$ cat src/rtl/bcd_pkg.sv
// Shared types and helpers for the sequential binary-to-BCD converter.
// Holds the FSM state encoding, the saturation digit and a counter-width helper.
package bcd_pkg;

   typedef enum logic [1:0] {
      ST_IDLE  = 2'd0,
      ST_SHIFT = 2'd1,
      ST_DONE  = 2'd2
   } state_t;

   localparam logic [3:0] BCD_NINE = 4'h9;

   // Smallest r with 2**r >= value; used as clog2(BIN_W+1) for the shift counter.
   function automatic int clog2(input int value);
      int r;
      r = 0;
      while ((1 << r) < value) r = r + 1;
      return r;
   endfunction

endpackage

$ cat src/rtl/bin_to_bcd_seq_if.sv
// Handshake bundle between a binary producer, the BCD converter and the display consumer.
interface bin_to_bcd_seq_if #(
   parameter int BIN_W  = 16,
   parameter int DIGITS = 5
);
   // Both sides use valid/ready: a transfer happens on a rising clk edge where valid and
   // ready are both high; valid, once raised, holds its payload stable until that edge.
   logic                  in_valid;
   logic                  in_ready;
   logic [BIN_W-1:0]      bin;
   logic                  out_valid;
   logic                  out_ready;
   logic [4*DIGITS-1:0]   bcd;
   logic                  ovf;

   modport master (
      output in_valid, bin, out_ready,
      input  in_ready, out_valid, bcd, ovf
   );

   modport slave (
      input  in_valid, bin, out_ready,
      output in_ready, out_valid, bcd, ovf
   );

endinterface

$ cat src/rtl/bcd_digit_adj.sv
// One BCD digit correction step of shift-and-add-3: add 3 when the digit is 5 or more,
// so the following left shift carries correctly into the next decade.
module bcd_digit_adj
   import bcd_pkg::*;
(
   input  logic [3:0] din,
   output logic [3:0] dout
);

   assign dout = (din >= 4'd5) ? (din + 4'd3) : din;

endmodule

$ cat src/rtl/bin_to_bcd_seq.sv
// Sequential binary-to-BCD converter, one input bit per clock (shift-and-add-3),
// with valid/ready on both sides, sticky overflow and optional saturation to all nines.
module bin_to_bcd_seq
   import bcd_pkg::*;
#(
   parameter int BIN_W    = 16,
   parameter int DIGITS   = 5,
   parameter int SATURATE = 0
) (
   input  logic         clk,
   input  logic         rst_n,
   bin_to_bcd_seq_if.slave bus,
   output state_t       dbg_state
);

   localparam int CNT_W = clog2(BIN_W + 1);
   localparam int ACC_W = 4 * DIGITS;
   localparam logic [ACC_W-1:0] NINES = {DIGITS{BCD_NINE}};

   state_t             state_q, state_d;
   logic [CNT_W-1:0]   cnt_q;
   logic [BIN_W-1:0]   sh_q, sh_nxt;
   logic [ACC_W-1:0]   acc_q, acc_adj, acc_nxt;
   logic               ovf_sticky_q, ovf_nxt;
   logic [ACC_W-1:0]   bcd_q, result;
   logic               ovf_q;
   logic               accept, last_shift;

   assign accept     = (state_q == ST_IDLE) && bus.in_valid;
   assign last_shift = (state_q == ST_SHIFT) && (cnt_q == CNT_W'(1));

   genvar g;
   generate
      for (g = 0; g < DIGITS; g++) begin : g_adj
         bcd_digit_adj u_adj (
            .din  (acc_q[4*g +: 4]),
            .dout (acc_adj[4*g +: 4])
         );
      end
   endgenerate

   // A set MSB in the corrected top digit would be shifted out: that lost bit is worth
   // 10^DIGITS, so the low digits stay exact (value mod 10^DIGITS) while ovf latches.
   assign {acc_nxt, sh_nxt} = {acc_adj, sh_q} << 1;
   assign ovf_nxt           = ovf_sticky_q | acc_adj[ACC_W-1];
   assign result            = ((SATURATE != 0) && ovf_nxt) ? NINES : acc_nxt;

   always_ff @(posedge clk or negedge rst_n) begin
      if (!rst_n) begin
         state_q <= ST_IDLE;
      end else begin
         state_q <= state_d;
      end
   end

   always_comb begin
      state_d = state_q;
      case (state_q)
         ST_IDLE:  if (bus.in_valid)  state_d = ST_SHIFT;
         ST_SHIFT: if (last_shift)    state_d = ST_DONE;
         ST_DONE:  if (bus.out_ready) state_d = ST_IDLE;
         default:                     state_d = ST_IDLE;
      endcase
   end

   always_ff @(posedge clk or negedge rst_n) begin
      if (!rst_n) begin
         cnt_q        <= '0;
         sh_q         <= '0;
         acc_q        <= '0;
         ovf_sticky_q <= 1'b0;
         bcd_q        <= '0;
         ovf_q        <= 1'b0;
      end else begin
         if (accept) begin
            sh_q         <= bus.bin;
            acc_q        <= '0;
            ovf_sticky_q <= 1'b0;
            cnt_q        <= CNT_W'(BIN_W);
         end else if (state_q == ST_SHIFT) begin
            sh_q         <= sh_nxt;
            acc_q        <= acc_nxt;
            ovf_sticky_q <= ovf_nxt;
            cnt_q        <= cnt_q - CNT_W'(1);
            // Outputs only move on the edge that enters DONE.
            if (last_shift) begin
               bcd_q <= result;
               ovf_q <= ovf_nxt;
            end
         end
      end
   end

   assign bus.in_ready  = (state_q == ST_IDLE);
   assign bus.out_valid = (state_q == ST_DONE);
   assign bus.bcd       = bcd_q;
   assign bus.ovf       = ovf_q;
   assign dbg_state     = state_q;

endmodule
$ cat src/flat_wrapper.sv
// flat-port wrapper written by rule: the top's interface ports become plain ports
module bin_to_bcd_seq_flat import bcd_pkg::*;
#(
   parameter int BIN_W    = 16,
   parameter int DIGITS   = 5,
   parameter int SATURATE = 0
)
  (clk, rst_n, dbg_state, bus_in_valid, bus_bin, bus_out_ready, bus_in_ready, bus_out_valid, bus_bcd, bus_ovf);
  bin_to_bcd_seq_if #(.BIN_W(BIN_W), .DIGITS(DIGITS)) bus_i ();
  input  logic clk;
  input  logic rst_n;
  output state_t dbg_state;
  input wire logic [$bits(bus_i.in_valid)-1:0] bus_in_valid;
  input wire logic [$bits(bus_i.bin)-1:0] bus_bin;
  input wire logic [$bits(bus_i.out_ready)-1:0] bus_out_ready;
  output wire logic [$bits(bus_i.in_ready)-1:0] bus_in_ready;
  output wire logic [$bits(bus_i.out_valid)-1:0] bus_out_valid;
  output wire logic [$bits(bus_i.bcd)-1:0] bus_bcd;
  output wire logic [$bits(bus_i.ovf)-1:0] bus_ovf;
  assign bus_i.in_valid = bus_in_valid;
  assign bus_i.bin = bus_bin;
  assign bus_i.out_ready = bus_out_ready;
  assign bus_in_ready = bus_i.in_ready;
  assign bus_out_valid = bus_i.out_valid;
  assign bus_bcd = bus_i.bcd;
  assign bus_ovf = bus_i.ovf;
  bin_to_bcd_seq #(.BIN_W(BIN_W), .DIGITS(DIGITS), .SATURATE(SATURATE)) u_core (.clk(clk), .rst_n(rst_n), .bus(bus_i), .dbg_state(dbg_state));
endmodule
$ cat config.mk
export PLATFORM = sky130hd
export DESIGN_NAME = bin_to_bcd_seq_flat
export DESIGN_NICKNAME = d
export VERILOG_FILES = /design/src/rtl/bcd_pkg.sv /design/src/rtl/bin_to_bcd_seq_if.sv /design/src/rtl/bcd_digit_adj.sv /design/src/rtl/bin_to_bcd_seq.sv /design/src/flat_wrapper.sv
export SDC_FILE = /design/constraint.sdc
export NUM_CORES = 1
export LEC_CHECK = 0
export CAP_MARGIN = 25
export CORE_MARGIN = 1
export CORE_UTILIZATION = 45
export DETAILED_ROUTE_END_ITERATION = 8
export HOLD_SLACK_MARGIN = 0.08
export PLACE_DENSITY_LB_ADDON = 0.12
export SLEW_MARGIN = 25
export SYNTH_ARGS = -nofsm -noshare
export SYNTH_HDL_FRONTEND = slang
export SYNTH_SLANG_ARGS = --single-unit
$ cat constraint.sdc
create_clock -name clk -period 4.31 [get_ports clk]
set_input_delay 0.431 -clock clk [delete_from_list [all_inputs] [get_ports clk]]
set_output_delay 0.431 -clock clk [all_outputs]
set_load 0.1 [all_outputs]
# ---- Yosys cells after proc, flatten, opt, wreduce, memory -nomap -nowiden
# Cells that the tools add are included.
dict set report totals {
  reg_bits 65
  inputBits 20
  output_inout_bits 25
  word_cells 49
}
dict set report classes {
  n_addsub 6
  magnitude_cmp 5
  n_eq_ne 6
  n_mux 17
  bitwise 2
  reduce_logical 6
}
# cell count
set ops {}
lappend ops {{20-bit two-way mux} 2}
lappend ops {{16-bit two-way mux} 2}
lappend ops {{4-bit by 2-bit adder with 4-bit output, second input constant} 5}
lappend ops {{4-bit by 3-bit greater-or-equal comparator with 1-bit output, second input constant} 5}
lappend ops {{4-bit two-way mux} 5}
lappend ops {{5-bit two-way mux} 2}
lappend ops {{2-bit two-way mux} 3}
lappend ops {{2-bit one-hot mux with 3 select lines} 1}
lappend ops {{3-bit AND reduction} 2}
lappend ops {{5-bit by 1-bit equality test with 1-bit output, second input constant} 1}
lappend ops {{5-bit by 1-bit subtractor with 5-bit output, second input constant} 1}
lappend ops {{2-bit inequality test, second input constant} 2}
lappend ops {{2-bit by 1-bit equality test with 1-bit output, second input constant} 1}
lappend ops {{2-bit equality test, second input constant} 1}
lappend ops {{1-bit logical AND} 2}
lappend ops {{2-bit zero test} 1}
lappend ops {{1-bit two-way mux} 2}
lappend ops {{2-bit by 1-bit inequality test with 1-bit output, second input constant} 1}
lappend ops {{2-bit nonzero test} 1}
lappend ops {{1-bit NOT} 1}
lappend ops {{1-bit bitwise OR} 1}

# ---- Depth between registers and ports, before layout
# Gate-level depths: netlist of the first run.
dict set report depth {
  ltp_word 5
  mapped_depth 7
  mapped_depth_nobuf 6
}

# ---- By module
# A second synthesis of the first run with hierarchy kept.
dict set report unflattened {
  hier_cells 324
  area_unflattened_um2 3260.6
}
# mod n_inst cells_each area_each_um2 seq_area_each_um2
set modules_own_cells {}
lappend modules_own_cells {bin_to_bcd_seq 1 244 2753.9 1626.6}
lappend modules_own_cells {bcd_digit_adj 5 16 101.3 0.0}

# ---- Least setup slack after synthesis of the first run
# No wires, ideal clock.
dict set report synth_path {
  path_kind {register -> register}
  start {register u_core.state_q[0] (netlist: u_core.dbg_state[0])}
  end {register u_core.cnt_q[2]}
  setup_ns 0.130
  t_arrival_ns 2.740
  t_required_ns 4.180
  path_slack_ns 1.440
  stages_incl_launch_ff 6
  n_path_buf 1
  synth_period_minus_slack_ns 2.870
  path_cell_list {dfrtp_1 nor2_1 nand2_1 buf_2 nand3_1 o21ai_0}
}
dict set report synth_via {
  elab_chain_len 3
  word_cells_on_any_way 5
  classes_between {eq/ne: 1; mux: 1; reduce/logical: 3}
}
# element line
set synth_rtl {}
lappend synth_rtl {{start: declaration} bin_to_bcd_seq.sv:20} ;# state_t state_q, state_d;
lappend synth_rtl {{start signal: assignment} bin_to_bcd_seq.sv:52} ;# state_q <= state_d;
lappend synth_rtl {{2-bit zero test *} --}
lappend synth_rtl {{named net bus_in_ready} flat_wrapper.sv:16} ;# output wire logic [$bits(bus_i.in_ready)-1:0] bus_in_ready;
lappend synth_rtl {{1-bit logical AND *} bin_to_bcd_seq.sv:29} ;# assign accept = (state_q == ST_IDLE) && bus.in_valid;
lappend synth_rtl {{5-bit two-way mux / 2-bit nonzero test (equally long branches)} --}
lappend synth_rtl {{end signal: assignment} bin_to_bcd_seq.sv:79} ;# cnt_q <= CNT_W'(BIN_W);
lappend synth_rtl {{end signal: assignment} bin_to_bcd_seq.sv:84} ;# cnt_q <= cnt_q - CNT_W'(1);
lappend synth_rtl {{end: declaration} bin_to_bcd_seq.sv:21} ;# logic [CNT_W-1:0] cnt_q;
# Mark *: on every way through the listed nets, which the timed path passes. The rest lies on a longest branch.
# A chain may end at the register's enable or synchronous reset.

# ---- Worst setup path after layout of the first run
dict set report layout_path {
  start {register u_core.state_q[0] (netlist: u_core.dbg_state[0])}
  end {output port bus_out_valid}
}
dict set report layout_via {
  elab_chain_len 1
}
# element line
set layout_rtl {}
lappend layout_rtl {{2-bit equality test} bin_to_bcd_seq.sv:95} ;# assign bus.out_valid = (state_q == ST_DONE);
lappend layout_rtl {{end: declaration} flat_wrapper.sv:17} ;# output wire logic [$bits(bus_i.out_valid)-1:0] bus_out_valid;
# Every way passes these cells.

==> impl_metrics.py, run 1 <==
metrics = {
    "placed_design": {
        "placed_cell_area_um2": 3650,
        "post-place-ws_ns": 2.10,
        "dp_hpwl_mm": 3.97,
        "numPortBuffers": 44,
        "gp_routability_congestion": 0.735,
        "place_inst": 446,
    },
    "timing": {
        "postLayoutSetupSlackWorst_ns": 1.75,
        "setup-violations-final": 0,
        "final-max-slew-violation-count": 0,
        "slew-limit-headroom_pct": 34.4,
        "fin_worst_skew_ns": 0.0121,
        "rsz0062_at_grt": "no",
        "timing.final.crit_period_ns": 2.56,
        "timing.final.hold_violations": 0,
        "final.setup.tns_ns": 0,
        "max_freq_mhz": 390,
        "tightestPinTransition_ns": 0.981,
        "finalCritPeriodShare_pct": 59.5,
    },
    "global_route": {
        "global_route_wire_length_before_repair_mm": 10.6,
        "number_of_global_route_vias_before_repair": 2260,
        "grt_overflow": 0,
        "grt_start_max_net_pins": 42,
        "initial_antenna_violation_count": 0,
        "grt_util_all_layers_pct": 19.0,
    },
    "drt": {
        "route.final.wire_length_mm": 6.20,
        "detailroute.wirelength.met2_mm": 3.01,
        "wl_cell_um": 13.4,
        "drt_first_iter_violations": 119,
        "drt_first_pass_iters": 4,
        "met3RoutedLength_um": 140,
        "detail_route.drc_violations": 0,
        "drt-vias-per-instance": 5.05,
        "route.antenna.remaining_nets": 0,
        "num_vias": 2332,
        "m1WireLength_mm": 2.96,
        "top_layer_used": "met4",
    },
    "floorplanning": {
        "dieWidth_um": 85.8,
        "initial_core_util_pct": 46.6,
        "rows": 30,
        "core-area_um2": 6790,
        "floorplan.die_area_um2": 7370,
        "io_pins": 45,
        "dieHeight_um": 85.8,
    },
    "setup_path": {
        "critical_path_required_ns": 3.88,
        "crit_path_start_kind": "flip-flop",
        "crit_fanout": 7,
        "critical_path_class": "flip-flop to output port",
        "arrival_ns": 2.13,
        "setup.reg_to_reg.worst_slack_ns": 2.48,
        "critical_path.endpoint_type": "output port",
    },
    "yosys": {
        "synth.distinct_cells": 28,
        "synth_area_per_cell_um2": 9.95,
        "ys_seq_area_share_pct": 51.4,
        "synth_top_area_share_pct": 51.4,
        "post-synth-top-area-cell": "sky130_fd_sc_hd__dfrtp_1",
        "ys_ff_latch": 65,
        "yosysWarningCount": 0,
        "syn-instance-count": 318,
        "mappedNetlistArea_um2": 3160,
        "synth_nets": 350,
        "yosys-top-cells-area": "sky130_fd_sc_hd__dfrtp_1 51%, sky130_fd_sc_hd__nand2_1 7.1%, sky130_fd_sc_hd__o21ai_2 5.3%",
    },
    "final_layout": {
        "register_area_um2": 1630,
        "final_layout_size_suffix_gt1_share_pct": 13.7,
        "instances_no_fill": 462,
        "num-fill-cells": 591,
        "multi_input_area_um2": 1380,
        "area_growth_pct": 21.0,
        "finalInstanceArea_um2": 3830,
        "fin_nets": 393,
        "num_antenna_cells": 0,
    },
    "clocking": {
        "cts_setup_buffers": 0,
        "cts-hold-fix-buffers": 0,
        "postCtsResizedCells": 0,
        "ctsRootBufferMaster": "sky130_fd_sc_hd__clkbuf_8",
        "clock_latency_ns": 0.34,
        "clockBufferDepth": 2,
        "clock-sinks": 65,
        "clk_pin_slew_worst_paths_ns": 0.07,
        "tritoncts_clock_tree": "done",
        "ctsHtreeMaxLevel": 3,
        "cts-buffers-inserted": 9,
    },
    "status": {
        "run_status": "complete, no violations",
    },
    "run": {
        "maxCapViolCount": 0,
    },
    "worst_hold_path": {
        "hp-class": "primary input to asynchronous set/reset pin",
    },
}
[kinds of logic (layout without fill, tap and decap cells)]
family,count (synthesis),after routing,share of synthesized area [%]
adder cells (fa/ha/maj),12,12,4.75
flip-flops,65,65,51.4
buffers and inverters,30,78,5.06
XOR/XNOR,6,6,1.66
AND/OR/NAND/NOR,114,114,17.9
multiplexers,6,6,2.25
AO/OA/AOI/OAI,85,85,17.0
[routing by layer]
metal / track usage [%] / vias up
li1: - / 1187
met1: 24.1 / 1101
met2: 31.3 / 35
met3: 3.95 / 9
met4: 8.64 / 0
met5: 0 / -
[area by class of cell]
cell class              instances  share of cell area [%]
clock buffers                  13                    4.15
clock inverters                 3                   0.392
inverters                      13                    1.28
multi-input cells             223                    36.2
flip-flops and latches         65                    42.5
well taps                      96                    3.14
repair buffers                 49                    12.4
[worst max-delay path, stage by stage, from the launching register on]
cell	delay [ns]
sky130_fd_sc_hd__dfrtp_1	0.44
sky130_fd_sc_hd__nand2b_1	0.18
sky130_fd_sc_hd__inv_1	0.06
sky130_fd_sc_hd__clkdlybuf4s50_1	1.12
[metrics by stage]
step	util, %	hold slack, ns
floorplan	-	0.135
finish	56.3	0.154
global route	56.3	0.207
detailed placement	53.8	0.464
global placement	53.8	0.460
CTS	56.3	0.171
[worst paths after layout]
check,from,endpoint,cells past startpoint
min reg2reg,u_core.bus.bcd[11],u_core.bus.bcd[11],2
min,rst_n,u_core.acc_q[9],1
max in group asynchronous,rst_n,u_core.acc_q[0],2
min in group clk,u_core.bus.bcd[11],u_core.bus.bcd[11],2
max reg2reg,u_core.dbg_state[0],u_core.bus.bcd[0],4
max,u_core.dbg_state[0],bus_out_valid,3
[Yosys cell counts]
| cell type | instances |
|---|---|
| sky130_fd_sc_hd__nand2_1 | 60 |
| sky130_fd_sc_hd__nand3b_1 | 1 |
| sky130_fd_sc_hd__o21ai_1 | 5 |
| sky130_fd_sc_hd__nor2_4 | 1 |
| sky130_fd_sc_hd__a21oi_1 | 18 |
| sky130_fd_sc_hd__nor4b_4 | 1 |
| sky130_fd_sc_hd__nand2_4 | 1 |
| sky130_fd_sc_hd__buf_6 | 3 |
| sky130_fd_sc_hd__nor3_1 | 5 |
| sky130_fd_sc_hd__clkbuf_1 | 2 |
| sky130_fd_sc_hd__mux2_2 | 5 |
| sky130_fd_sc_hd__nor2_1 | 3 |
| sky130_fd_sc_hd__buf_2 | 8 |
| sky130_fd_sc_hd__o21ai_0 | 27 |
| sky130_fd_sc_hd__nand2b_1 | 7 |
| sky130_fd_sc_hd__inv_1 | 13 |
| sky130_fd_sc_hd__o21ai_2 | 19 |
| sky130_fd_sc_hd__nand3_1 | 22 |
| sky130_fd_sc_hd__nor2b_1 | 1 |
| sky130_fd_sc_hd__o31ai_1 | 1 |
| sky130_fd_sc_hd__ha_1 | 12 |
| sky130_fd_sc_hd__a22oi_1 | 15 |
| sky130_fd_sc_hd__xnor2_1 | 6 |
| sky130_fd_sc_hd__mux2_4 | 1 |
| sky130_fd_sc_hd__buf_4 | 4 |
| sky130_fd_sc_hd__dfrtp_1 | 65 |
| sky130_fd_sc_hd__or4_1 | 1 |
| sky130_fd_sc_hd__nor3b_1 | 11 |
[sequential cells by signal (all words and copies together), names as in the netlist]
| signal | flops |
|---|---|
| u_core.sh_q | 16 |
| u_core.ovf_sticky_q | 1 |
| u_core.bus.ovf | 1 |
| u_core.acc_q | 20 |
| u_core.dbg_state | 2 |
| u_core.cnt_q | 5 |
| u_core.bus.bcd | 20 |
[cell usage in the layout (no fill, tap or decap)]
| cell | netlist | layout |
|---|---|---|
| sky130_fd_sc_hd__nor2b_2 | 0 | 1 |
| sky130_fd_sc_hd__nor4b_4 | 1 | 1 |
| sky130_fd_sc_hd__nor3b_2 | 0 | 1 |
| sky130_fd_sc_hd__nand2_1 | 60 | 60 |
| sky130_fd_sc_hd__a21oi_1 | 18 | 18 |
| sky130_fd_sc_hd__nor3_1 | 5 | 5 |
| sky130_fd_sc_hd__clkdlybuf4s50_1 | 0 | 43 |
| sky130_fd_sc_hd__nand2_4 | 1 | 1 |
| sky130_fd_sc_hd__xnor2_1 | 6 | 6 |
| sky130_fd_sc_hd__a22oi_1 | 15 | 15 |
| sky130_fd_sc_hd__nor2_4 | 1 | 1 |
| sky130_fd_sc_hd__clkbuf_1 | 2 | 2 |
| sky130_fd_sc_hd__nor2_1 | 3 | 3 |
| sky130_fd_sc_hd__nor3b_1 | 11 | 10 |
| sky130_fd_sc_hd__nand2b_1 | 7 | 7 |
| sky130_fd_sc_hd__ha_1 | 12 | 12 |
| sky130_fd_sc_hd__mux2_4 | 1 | 1 |
| sky130_fd_sc_hd__o21ai_2 | 19 | 19 |
| sky130_fd_sc_hd__o21ai_1 | 5 | 5 |
| sky130_fd_sc_hd__buf_4 | 4 | 5 |
| sky130_fd_sc_hd__nand3_1 | 22 | 22 |
| sky130_fd_sc_hd__mux2_2 | 5 | 5 |
| sky130_fd_sc_hd__dfrtp_1 | 65 | 65 |
| sky130_fd_sc_hd__inv_1 | 13 | 13 |
| sky130_fd_sc_hd__or4_1 | 1 | 1 |
| sky130_fd_sc_hd__o21ai_0 | 27 | 27 |
| sky130_fd_sc_hd__clkbuf_8 | 0 | 11 |
| sky130_fd_sc_hd__buf_2 | 8 | 1 |
| sky130_fd_sc_hd__clkinv_2 | 0 | 3 |
| sky130_fd_sc_hd__nand3b_1 | 1 | 1 |
| sky130_fd_sc_hd__o31ai_1 | 1 | 1 |
Power of run 1 is left out: the tool's default activity adds up to more than one toggle a clock period on the data nets, which glitch-free logic cannot reach.
==> run 2, diff against run 1 <==
- clock period: 4.31 -> 2.14 ns (I/O delays scaled with it)
==> run 2 against run 1 <==
  * Critical endpoint is now u_core.acc_q[2]
  * Critical path depth grew 3
  * Core utilization grew 1.8 points
  * Via count grew 2.8%
  * Worst hold slack gained 0.27 ns
  * Sequential share of layout area shrank 1.3 points
==> impl_metrics.py, run 2 (same netlist as run 1, synthesis figures left out) <==
metrics = {
    "placed_design": {
        "dp_hpwl_mm": 4.20,
        "placed_cell_area_um2": 3660,
        "numPortBuffers": 44,
        "gp_routability_congestion": 0.890,
        "post-place-ws_ns": 0.455,
    },
    "clocking": {
        "cts-buffers-inserted": 9,
        "clk_pin_slew_worst_paths_ns": 0.07,
        "cts_setup_buffers": 0,
        "clock_latency_ns": 0.33,
        "tritoncts_clock_tree": "done",
        "ctsRootBufferMaster": "sky130_fd_sc_hd__clkbuf_8",
        "ctsHtreeMaxLevel": 3,
        "clockBufferDepth": 2,
        "cts-hold-fix-buffers": 1,
        "postCtsResizedCells": 0,
        "clock-sinks": 65,
    },
    "floorplanning": {
        "rows": 30,
        "dieHeight_um": 85.8,
        "io_pins": 45,
        "core-area_um2": 6790,
        "initial_core_util_pct": 46.6,
        "dieWidth_um": 85.8,
        "floorplan.die_area_um2": 7370,
    },
    "setup_path": {
        "crit_fanout": 5,
        "crit_path_top_delay_cell": "sky130_fd_sc_hd__dfrtp_1",
        "cp_slowest_stage_delay_ns": 0.39,
        "cp-startpoint": "u_core.acc_q[0]",
        "crit_path_start_kind": "flip-flop",
        "critical_path_class": "flip-flop to flip-flop",
        "worstReg2RegStart": "u_core.acc_q[0]",
        "arrival_ns": 1.95,
        "critical_path_required_ns": 2.40,
        "critical_path.cell_chain": "inv_1 -> ha_1 -> nand2b_1 -> a21oi_1 -> mux2_2 -> o21ai_0",
        "critical_path.endpoint_type": "flip-flop",
    },
    "timing": {
        "timing.final.crit_period_ns": 1.70,
        "final-max-slew-violation-count": 0,
        "tightestPinTransition_ns": 0.634,
        "max_freq_mhz": 589,
        "finalCritPeriodShare_pct": 79.3,
        "setup-violations-final": 0,
        "timing.final.hold_violations": 0,
        "postLayoutSetupSlackWorst_ns": 0.444,
        "slew-limit-headroom_pct": 57.7,
        "rsz0062_at_grt": "no",
        "final.setup.tns_ns": 0,
        "holdWs_ns": 0.427,
        "fin_worst_skew_ns": 0.00686,
    },
    "final_layout": {
        "num_antenna_cells": 0,
        "num-fill-cells": 610,
        "layout_common_cells": "65 x sky130_fd_sc_hd__dfrtp_1, 60 x sky130_fd_sc_hd__nand2_1, 33 x sky130_fd_sc_hd__buf_4",
        "area_growth_pct": 24.8,
        "commonest_non_fill_non_tap_cell_in_the_layout": "sky130_fd_sc_hd__dfrtp_1",
        "fin_nets": 399,
        "finalInstanceArea_um2": 3950,
        "final_layout_size_suffix_gt1_share_pct": 22.3,
    },
    "drt": {
        "num_vias": 2398,
        "route.final.wire_length_mm": 6.15,
        "detail_route.drc_violations": 0,
        "drt_first_iter_violations": 75,
        "drt-vias-per-instance": 5.12,
        "drt_first_pass_iters": 4,
        "route.antenna.remaining_nets": 0,
        "wl_cell_um": 13.1,
    },
    "global_route": {
        "grt_overflow": 0,
        "global_route_wire_length_before_repair_mm": 10.5,
        "number_of_global_route_vias_before_repair": 2297,
        "grt_util_all_layers_pct": 18.5,
        "initial_antenna_violation_count": 0,
        "grt_start_max_net_pins": 41,
    },
    "status": {
        "run_status": "complete, no violations",
    },
    "run": {
        "maxCapViolCount": 0,
    },
    "worst_hold_path": {
        "hp-class": "primary input to flip-flop",
        "min_from": "bus_bin[0]",
    },
}
## run 2: cell types whose count changed in the layout (fill, tap and decap cells not counted), moves of 2 or more
cell | previous run | this run
sky130_fd_sc_hd__clkinv_2 | 3 | 1
sky130_fd_sc_hd__buf_4 | 5 | 33
sky130_fd_sc_hd__bufinv_16 | 0 | 4
sky130_fd_sc_hd__clkdlybuf4s50_1 | 43 | 18
sky130_fd_sc_hd__clkbuf_1 | 2 | 0
sky130_fd_sc_hd__buf_12 | 0 | 2
## run 2: worst max-delay path, delay by kind of cell (launching register included)
family                   cells  cell delay (ns)
AO/OA/AOI/OAI                2             0.37
adder cells (fa/ha/maj)      1             0.25
buffers and inverters        1             0.12
flip-flops                   1             0.39
multiplexers                 1             0.38
AND/OR/NAND/NOR              1             0.09
## run 2: through the flow
step / cells / util [%]
floorplan: 318 / -
global placement: 451 / 53.9
detailed placement: 451 / 53.9
CTS: 468 / 58.1
global route: 468 / 58.1
finish: 468 / 58.1
## run 2: layer usage
metal  global-route usage, %  part of all wire [%]  up-vias
met3                    3.75                   3.4       13
li1                        -                     -     1207
met1                    23.6                    47     1133
met5                       0                     0        -
met4                    8.03                   1.8        0
met2                    30.6                    48       45
## run 2: cell type report
class | instances | area (um^2) | share of cell area (%)
sequential | 65 | 1630 | 41.2
multi-input combinational | 223 | 1390 | 35.3
timing repair buffer | 55 | 483 | 12.2
clock buffer | 11 | 151 | 3.84
clock inverter | 5 | 125 | 3.17
tap | 96 | 120 | 3.04
inverter | 13 | 48.8 | 1.24
## run 2: final timing paths
path	endpoint	slack, ns	cells past startpoint
min in group asynchronous	u_core.bus.bcd[11]	0.44	2
max	u_core.acc_q[2]	0.44	6
max in group asynchronous	u_core.sh_q[12]	1.07	3
min	u_core.sh_q[0]	0.43	3
max reg2reg	u_core.acc_q[2]	0.44	6
min reg2reg	u_core.bus.bcd[8]	0.48	2
Power of run 2 is left out for the same reason.
==> run 3, diff against run 2 <==
- clock period: 2.14 -> 1.61 ns (I/O delays scaled with it)
==> run 3 against run 2 <==
  * Global-route usage is 0.24 points higher
  * Clock skew hardly changed
  * Sequential share of layout area decreased by 3.1 points
  * Flip-flop and latch count unchanged
  * Critical path depth decreased by 1
  * Die area unchanged
  * Core utilization increased by 4.9 points
  * Critical path type unchanged
==> impl_metrics.py, run 3 (same netlist as run 1, synthesis figures left out) <==
metrics = {
    "timing": {
        "holdWs_ns": 0.363,
        "max_freq_mhz": 657,
        "fin_worst_skew_ns": 0.00657,
        "slew-limit-headroom_pct": 72.3,
        "timing.final.crit_period_ns": 1.52,
        "tightestPinTransition_ns": 0.414,
        "final-max-slew-violation-count": 0,
        "setup-violations-final": 0,
        "timing.final.hold_violations": 0,
        "finalCritPeriodShare_pct": 94.5,
    },
    "final_layout": {
        "fin_nets": 408,
        "num_antenna_cells": 0,
        "layout_common_cells": "63 x sky130_fd_sc_hd__dfrtp_1, 59 x sky130_fd_sc_hd__nand2_1, 27 x sky130_fd_sc_hd__buf_12",
        "area_growth_pct": 35.4,
        "commonest_non_fill_non_tap_cell_in_the_layout": "sky130_fd_sc_hd__dfrtp_1",
        "final_layout_size_suffix_gt1_share_pct": 27.0,
        "num-fill-cells": 609,
    },
    "placed_design": {
        "gp_routability_congestion": 0.801,
        "dp_hpwl_mm": 4.24,
        "numPortBuffers": 44,
    },
    "drt": {
        "drt_first_pass_iters": 6,
        "drt-vias-per-instance": 5.16,
        "route.antenna.remaining_nets": 0,
        "route.final.wire_length_mm": 6.27,
        "num_vias": 2461,
        "wl_cell_um": 13.1,
        "detail_route.drc_violations": 0,
        "drt_first_iter_violations": 75,
    },
    "setup_path": {
        "critical_path_required_ns": 1.88,
        "crit_path_top_delay_cell": "sky130_fd_sc_hd__dfrtp_1",
        "setup.reg_to_reg.worst_slack_ns": 0.09,
        "crit_fanout": 4,
        "crit_path_start_kind": "flip-flop",
        "critical_path.endpoint_type": "flip-flop",
        "crit_family": "flip-flops",
        "cp_slowest_stage_delay_ns": 0.42,
        "critical_path_class": "flip-flop to flip-flop",
        "critical_path.cell_chain": "ha_1 -> nand2b_1 -> a21oi_2 -> mux2_4 -> o21ai_1",
        "arrival_ns": 1.79,
        "path_buf_inv": 0,
    },
    "global_route": {
        "grt_overflow": 0,
        "global_route_wire_length_before_repair_mm": 10.6,
        "grt_util_all_layers_pct": 18.7,
        "number_of_global_route_vias_before_repair": 2346,
        "grt_start_max_net_pins": 66,
        "initial_antenna_violation_count": 0,
    },
    "floorplanning": {
        "initial_core_util_pct": 46.6,
        "floorplan.die_area_um2": 7370,
        "core-area_um2": 6790,
        "rows": 30,
        "dieHeight_um": 85.8,
        "dieWidth_um": 85.8,
        "io_pins": 45,
    },
    "clocking": {
        "tritoncts_clock_tree": "done",
        "clock_latency_ns": 0.35,
        "clk_pin_slew_worst_paths_ns": 0.07,
        "ctsHtreeMaxLevel": 3,
        "clockBufferDepth": 2,
        "clock-sinks": 65,
        "ctsRootBufferMaster": "sky130_fd_sc_hd__clkbuf_8",
        "cts-buffers-inserted": 9,
    },
    "status": {
        "run_status": "complete, no violations",
    },
    "worst_hold_path": {
        "hp-class": "primary input to asynchronous set/reset pin",
    },
    "run": {
        "maxCapViolCount": 0,
    },
}
## run 3: cell types whose count changed in the layout (fill, tap and decap cells not counted), sizes merged
cell      previous run  this run
buf                 36        45
bufinv               4         1
clkinv               1         4
clkbuf              11        10
clkinvlp             0         1
## run 3: final cells by class
cell class                      count  area [um^2]  area share (%)
Clock inverter                      6         57.6            1.34
Inverter                           13         48.8            1.14
Tap cell                           96          120            2.81
Multi-Input combinational cell    223         1420            33.2
Timing Repair Buffer               64          863            20.2
Sequential cell                    65         1630            38.2
Clock buffer                       10          138            3.21
## run 3: worst paths after layout
path,from,end,cells past startpoint
max in group asynchronous,rst_n,u_core.dbg_state[0],3
worst min-delay path,rst_n,u_core.bus.bcd[9],3
worst max register to register,u_core.acc_q[12],u_core.acc_q[14],5
worst max-delay path,u_core.acc_q[12],u_core.acc_q[14],5
worst min register to register,u_core.sh_q[5],u_core.sh_q[5],2
min in group clk,bus_bin[0],u_core.sh_q[0],3
## run 3: tightest hold or removal path, cell delays in order
cell                            delay [ns]
sky130_fd_sc_hd__dlygate4sd3_1        0.52
sky130_fd_sc_hd__buf_2                0.12
sky130_fd_sc_hd__buf_12               0.30
## run 3: timing repair
action                                  4_1_cts  5_1_grt
pin swaps                                     0        4
endpoints found under the setup margin        1       14
resized for setup                             1        9
hold endpoints to repair                     65        0
setup buffers                                 0        1
hold buffers                                  1        0
## run 3: per-stage QoR
step | instance area, um^2 | setup TNS [ns] | std cells | util (%) | worst slack [ns]
2_1_floorplan | 3190 | -2.17 | 318 | - | -0.122
3_3_place_gp | 4040 | 0 | 459 | 59.5 | 0.0801
3_5_place_dp | 4040 | 0 | 459 | 59.5 | 0.0104
4_1_cts | 4250 | 0 | 476 | 62.6 | 0.0333
5_1_grt | 4280 | -0.00686 | 477 | 63.0 | -0.00686
6_report | 4280 | 0 | 477 | 63.0 | 0.0884
## run 3: per-layer routing
| layer | vias to the layer above | wire (um) | track usage, % |
|---|---|---|---|
| met2 | 40 | 3030 | 29.2 |
| met4 | 0 | 114 | 8.18 |
| met3 | 12 | 190 | 4.91 |
| li1 | 1221 | - | - |
| met1 | 1188 | 2930 | 24.7 |
| met5 | - | 0 | 0 |
Power of run 3 is left out for the same reason.
